`src/rtl/sw_debounce.sv`:
```
`default_nettype none
// sw_debounce -- two-flop synchronizer plus per-bit tick-sampled agreement counters for WIDTH switches.
// Rev 1.0
module sw_debounce #(
  parameter int WIDTH        = 18,
  parameter int TICK_DIV     = 50000,
  parameter int STABLE_COUNT = 4
) (
  input  logic             CLOCK_50,
  input  logic             resetn,
  input  logic [WIDTH-1:0] SW,
  output logic [WIDTH-1:0] sw_clean,
  output logic             sw_changed,
  output logic [7:0]       x,
  output logic [7:0]       y,
  output logic             s
);

  localparam int              C_TW        = (TICK_DIV > 1) ? $clog2(TICK_DIV) : 1;
  localparam logic [C_TW-1:0] C_TICK_LAST = C_TW'(TICK_DIV - 1);
  localparam logic [3:0]      C_CNT_LAST  = 4'(STABLE_COUNT - 1);

  logic [WIDTH-1:0] sync1_q;
  logic [WIDTH-1:0] sync2_q;
  logic [C_TW-1:0]  tick_cnt_q;
  logic [C_TW-1:0]  tick_cnt_d;
  logic             tick;
  logic [3:0]       cnt_q [WIDTH];
  logic [3:0]       cnt_d [WIDTH];
  logic [WIDTH-1:0] clean_q;
  logic [WIDTH-1:0] clean_d;
  logic             changed_q;

  // With TICK_DIV=1 the counter is a constant 0 and tick fires every cycle.
  assign tick       = (tick_cnt_q == C_TICK_LAST);
  assign tick_cnt_d = tick ? '0 : tick_cnt_q + 1'b1;

  always_comb begin
    clean_d = clean_q;
    for (int i = 0; i < WIDTH; i++) begin
      cnt_d[i] = cnt_q[i];
      if (tick) begin
        if (sync2_q[i] == clean_q[i]) begin
          cnt_d[i] = '0;
        end else if (cnt_q[i] == C_CNT_LAST) begin
          clean_d[i] = sync2_q[i];
          cnt_d[i]   = '0;
        end else begin
          cnt_d[i] = cnt_q[i] + 4'd1;
        end
      end
    end
  end

  always_ff @(posedge CLOCK_50 or negedge resetn) begin
    if (!resetn) begin
      sync1_q    <= '0;
      sync2_q    <= '0;
      tick_cnt_q <= '0;
      clean_q    <= '0;
      changed_q  <= 1'b0;
      for (int i = 0; i < WIDTH; i++) begin
        cnt_q[i] <= '0;
      end
    end else begin
      sync1_q    <= SW;
      sync2_q    <= sync1_q;
      tick_cnt_q <= tick_cnt_d;
      clean_q    <= clean_d;
      changed_q  <= |(clean_d ^ clean_q);
      for (int i = 0; i < WIDTH; i++) begin
        cnt_q[i] <= cnt_d[i];
      end
    end
  end

  assign sw_clean   = clean_q;
  assign sw_changed = changed_q;

  // The mux-stage taps only exist on the full 18-switch board layout.
  generate
    if (WIDTH >= 18) begin : g_xys
      assign x = clean_q[7:0];
      assign y = clean_q[15:8];
      assign s = clean_q[17];
    end else begin : g_no_xys
      assign x = '0;
      assign y = '0;
      assign s = 1'b0;
    end
  endgenerate

endmodule
`default_nettype wire

```
`config.mk`:
```
export PLATFORM = sky130hd
export DESIGN_NAME = sw_debounce
export DESIGN_NICKNAME = d
export VERILOG_FILES = /design/src/rtl/sw_debounce.sv
export SDC_FILE = /design/constraint.sdc
export NUM_CORES = 1
export LEC_CHECK = 0
export CAP_MARGIN = 5
export CORE_MARGIN = 2
export CORE_UTILIZATION = 55
export DETAILED_ROUTE_END_ITERATION = 10
export GPL_ROUTABILITY_DRIVEN = 1
export HOLD_SLACK_MARGIN = 0.08
export PLACE_DENSITY_LB_ADDON = 0.3
export SYNTH_ARGS = -nofsm -noshare
export SYNTH_HDL_FRONTEND = slang
export SYNTH_SLANG_ARGS = --single-unit
```
`constraint.sdc`:
```
create_clock -name CLOCK_50 -period 4.55 [get_ports CLOCK_50]
set_input_delay 1.1375 -clock CLOCK_50 [delete_from_list [all_inputs] [get_ports CLOCK_50]]
set_output_delay 1.1375 -clock CLOCK_50 [all_outputs]
set_load 0.03 [all_outputs]
```
### Word level (Yosys, flattened, before mapping)

Index checks and enable logic that the tools add are counted.

| word-level totals | value |
|---|---|
| register bits after elaboration | 143 |
| bits of input ports | 20 |
| output and inout port bits | 36 |
| word-level logic and storage cells | 172 |

| cells by class | value |
|---|---|
| $add $sub $neg | 19 |
| eq/ne operators | 37 |
| multiplexer cells | 91 |
| bitwise gates (word level) | 1 |
| reduce and logical (&&, ||, !) cells | 1 |

Operators by type and width:

| kind | number |
|---|---|
| $mux 4 | 36 |
| $add 4x1->4 const B | 18 |
| $eq 4x2->1 const B | 18 |
| $mux 1 | 54 |
| $eq 1x1->1 | 18 |
| $reduce_or 18->1 | 1 |
| $xor 18x18->18 | 1 |
| $add 16x1->16 const B | 1 |
| $eq 16x16->1 const B | 1 |
| $mux 16 | 1 |

### Depth between registers and ports, before layout

| depth | value |
|---|---|
| word-level depth | 6 |
| gate-level depth with buffers | 8 |
| mapped depth without buffers | 6 |

### Worst setup path before layout

Ideal clock, no wire load.

| timing path | value |
|---|---|
| path type | register to register |
| from | reg tick_cnt_q[5] |
| to | reg clean_q[16], in the netlist sw_clean[16] |
| setup time | 127 ps |
| arrival time | 2027 ps |
| data required time | 4423 ps |
| path slack | 2396 ps |
| cell stages (with the launch flop) | 8 |
| buffers on the path | 2 |
| period minus slack after synthesis | 2154 ps |
| cells stage by stage | dfrtp_1 > nor4_2 > nand3_2 > or4_4 > buf_6 > buf_6 > nor2_1 > mux2_1 |

| on the way | value |
|---|---|
| longest elaborated chain between the ends | 2 |

Ends and longest elaborated chain:

| item | RTL line | text |
|---|---|---|
| start, declared | 25 | `logic [C_TW-1:0] tick_cnt_q;` |
| start signal, assigned | 68 | `tick_cnt_q <= tick_cnt_d;` |
| $eq 16x16->1 | 35 | `assign tick = (tick_cnt_q == C_TICK_LAST);` |
| $mux 1 | 42 | `if (tick) begin` |
| net clean_d[16] | 31 | `logic [WIDTH-1:0] clean_d;` |
| end signal, assigned | 69 | `clean_q <= clean_d;` |
| end, declared | 30 | `logic [WIDTH-1:0] clean_q;` |

The timed path passes the listed nets, and every way through them passes these cells.
A chain may end at the register's enable or synchronous reset.

### Worst setup path after layout

| timing path | value |
|---|---|
| from | reg clean_q[17], in the netlist sw_clean[17] |
| to | out sw_clean[17] |

RTL lines:

| item | RTL line | text |
|---|---|---|
| end, declared | 12 | `output logic [WIDTH-1:0] sw_clean,` |

No word-level cell between the ends.

==> insert_results.sql <==
INSERT INTO impl_metrics (metric_group, metric, value, unit) VALUES
('global_routing', 'grt_antenna_before_repair', '0', ''),
('pwr', 'static-leakage-power', '0.003577', 'uW'),
('timing', 'fin_skew', '0.005797', 'ns'),
('layout', 'final-seq-area', '3578', 'um2'),
('timing', 'timing_max_transition_violations_final', '0', ''),
('cts', 'clock-sinks', '143', ''),
('global_routing', 'gr-usage-all-layers', '0.2106', ''),
('setup_path', 'critical_path.cell_chain', 'clkdlybuf4s50_1', ''),
('layout', 'fin_cells', '809', ''),
('global_routing', 'grt_first_pass_wirelength', '21.65', 'mm'),
('place', 'port-buffer-count', '55', ''),
('place', 'final_weighted_congestion_of_routability_driven_global_placement', '0.7600', ''),
('floorplan', 'ios', '56', ''),
('synth', 'synthesis.nets', '643', ''),
('routing', 'antenna_violating_nets_post_route', '0', ''),
('timing', 'final_count_of_negative_setup_slack_endpoints', '0', ''),
('setup_path', 'regToRegSetupSlack', '1.99', 'ns'),
('floorplan', 'num_rows', '40', ''),
('cts', 'hold_bufs_at_cts', '0', ''),
('cts', 'worstSkewPairLatency', '0.41', 'ns'),
('synth', 'syn_inst', '604', ''),
('layout', 'insertedDiodeCount', '0', ''),
('floorplan', 'die_area', '12960', 'um2'),
('global_routing', 'overflow', '0', ''),
('setup_path', 'cp_num_buf_inv', '1', ''),
('global_routing', 'maximum_number_of_pins_on_one_net_before_global_route_repair', '88', ''),
('cts', 'cts.htree.levels', '4', ''),
('pwr', 'cellPowerDensity', '371.1', 'nW/um2'),
('setup_path', 'critical_path.top_delay_family', 'buffers and inverters', ''),
('routing', 'num_vias', '4584', ''),
('synth', 'ys_ff_latch', '143', ''),
('run', 'maxCapViolCount', '0', ''),
('timing', 'rsz0062_at_grt', 'no', ''),
('timing', 'top_achievable_clock_speed', '367.6', 'MHz'),
('timing', 'tns', '0', 'ns'),
('routing', 'drc_errors', '0', ''),
('outcome', 'run_status', 'complete, no violations', ''),
('place', 'dpl.hpwl', '8.165', 'mm'),
('timing', 'timing.final.ws_setup', '1.829', 'ns'),
('place', 'dpl_worst_slack', '1.983', 'ns'),
('layout', 'synthToLayoutAreaGrowth', '18.33', '%'),
('synth', 'synth.cell_area', '6636', 'um2'),
('setup_path', 'cp-end-kind', 'primary output', ''),
('setup_path', 'timing.rr.end', 'sw_clean[0]$_DFF_PN0_', ''),
('cts', 'cts_resized', '0', ''),
('timing', 'hold_slack', '0.3479', 'ns'),
('setup_path', 'reg2reg_depth', '6', ''),
('layout', 'final_nets', '688', ''),
('synth', 'synth_cell_types', '41', ''),
('setup_path', 'cpPeakStageDelay', '0.71', 'ns'),
('cts', 'clkSlewWorstSetupHoldPaths', '0.06', 'ns'),
('cts', 'clock_path_buffers', '2', ''),
('cts', 'post_cts.repair.setup_buffers', '0', ''),
('synth', 'post_synthesis_average_cell_area', '10.99', 'um2'),
('timing', 'tightestPinTransition', '0.9280', 'ns'),
('hold_path', 'worstHoldEndpoint', 'sync2_q[0]$_DFF_PN0_', ''),
('floorplan', 'die_x', '113.8', 'um'),
('pwr', 'vdd.ir_drop.worst', '349.2', 'uV'),
('cts', 'cts_root_buffer', 'clkbuf_16', ''),
('timing', 'fin_crit', '2.721', 'ns'),
('routing', 'first_iter_violations', '307', ''),
('setup_path', 'cp_num_cells', '1', ''),
('timing', 'hold_viol_final', '0', ''),
('setup_path', 'worstPathRequired', '3.41', 'ns'),
('hold_path', 'worst_hold_path.num_cells', '0', ''),
('synth', 'ys_warn_count', '0', ''),
('layout', 'fraction_of_layout_instances_using_a_drive_strength_above_1', '0.1178', ''),
('setup_path', 'cpMaxStageDelayCell', 'clkdlybuf4s50_1', ''),
('global_routing', 'grt_pass1_vias', '4655', ''),
('routing', 'drt_first_pass_iters', '4', ''),
('timing', 'slew_headroom', '0.3813', '');
## flip-flops by register name, summed over array words and instances (netlist names)
name / count
sync1_q: 18
sync2_q: 18
cnt_q: 72
tick_cnt_q: 16
sw_clean: 18
sw_changed: 1
## kinds of logic (layout without fill, tap and decap cells)
| family | Yosys count | count (layout) | synth area share |
|---|---|---|---|
| and+or+nand+nor | 240 | 240 | 0.2008 |
| DFF | 143 | 143 | 0.5392 |
| AOI/OAI and AO/OA | 100 | 100 | 0.09446 |
| xor gates and xnor gates | 47 | 47 | 0.06203 |
| buffers and inverters | 37 | 95 | 0.03714 |
| adders and majority gates | 19 | 19 | 0.03582 |
| muxes | 18 | 18 | 0.03054 |
## where the power goes
group          switching, uW  internal, uW
Clock                    538          1000
Combinational           44.3          28.7
Sequential              10.7          1290
Total                    593          2320
## cell type report
class | count | area share
Sequential cell | 143 | 0.4557
Clock inverter | 13 | 0.02677
Inverter | 4 | 0.001912
Timing Repair Buffer | 59 | 0.07569
Tap cell | 147 | 0.02342
Multi-Input combinational cell | 424 | 0.3588
Clock buffer | 19 | 0.05768
## worst max-delay path by stage
stage / endpoint / slack (ns) / start
floorplan: sw_clean[16]$_DFF_PN0_ / 2.40 / tick_cnt_q[5]$_DFF_PN0_
global placement: sw_clean[8]$_DFF_PN0_ / 2.07 / tick_cnt_q[5]$_DFF_PN0_
detailed placement: sw_clean[8]$_DFF_PN0_ / 1.98 / tick_cnt_q[5]$_DFF_PN0_
CTS: sw_clean[17] / 1.82 / sw_clean[17]$_DFF_PN0_
global route: s / 1.77 / sw_clean[17]$_DFF_PN0_
finish: sw_clean[17] / 1.83 / sw_clean[17]$_DFF_PN0_
## metrics by stage
step | cell area (um2) | power [uW] | util
final | 7853 | 2914 | 0.6592
after CTS | 7853 | 2933 | 0.6592
after global placement | 7189 | 1394 | 0.6036
after floorplan | 6636 | 1344 | -
after global routing | 7853 | 3005 | 0.6592
after detailed placement | 7189 | 1397 | 0.6036
## layout by cell type (no fill, tap or decap), types with 2 or more instances in the layout
cell type / count
dfrtp_1: 143
nand2_1: 79
clkdlybuf4s50_1: 54
o21ai_0: 50
nand3_1: 45
nor2_1: 31
xor2_1: 26
xnor2_1: 21
o31ai_1: 21
and2_1: 19
ha_1: 19
nand3b_1: 18
mux2_2: 17
clkbuf_16: 17
nor3b_1: 16
nor4_2: 15
a21o_1: 13
bufinv_16: 5
inv_1: 4
a221oi_1: 4
o21ai_1: 4
nand4_1: 3
a22o_1: 3
clkinv_4: 3
buf_4: 3
or3b_2: 2
nor3_1: 2
nand2b_1: 2
a21bo_2: 2
clkinvlp_4: 2
clkbuf_8: 2
clkinv_2: 2
## per-layer routing
metal	wire length, um	GRT usage	vias up
li1	-	-	2198
met1	5615	0.2615	2293
met2	6340	0.3573	76
met3	439	0.05898	17
met4	171	0.07073	0
met5	0	0	-
## cell usage after synthesis, drive strengths merged
library cell,number,area [um2]
nand2b,2,12.51
o21ai,54,270.3
inv,4,15.01
a21o,13,97.59
nand4,3,18.77
nand2,79,296.5
nor2,31,116.4
or2,1,6.260
a31oi,1,6.260
mux2,18,202.7
and3,1,6.260
clkbuf,6,22.52
nor3,2,10.01
a221oi,4,35.03
a22oi,1,7.510
nor2b,1,6.260
xnor2,21,183.9
or3b,2,17.52
xor2,26,227.7
nand3b,18,135.1
o31ai,21,157.7
nor4,16,202.7
and2,19,118.9
a21bo,2,20.02
a22o,3,26.28
or3,1,11.26
o22ai,1,6.260
ha,19,237.7
nand3,46,235.2
dfrtp,143,3578
or4,2,18.77
nor3b,16,120.1
buf,27,208.9
Note: power is estimated with default switching activity, not from simulation.
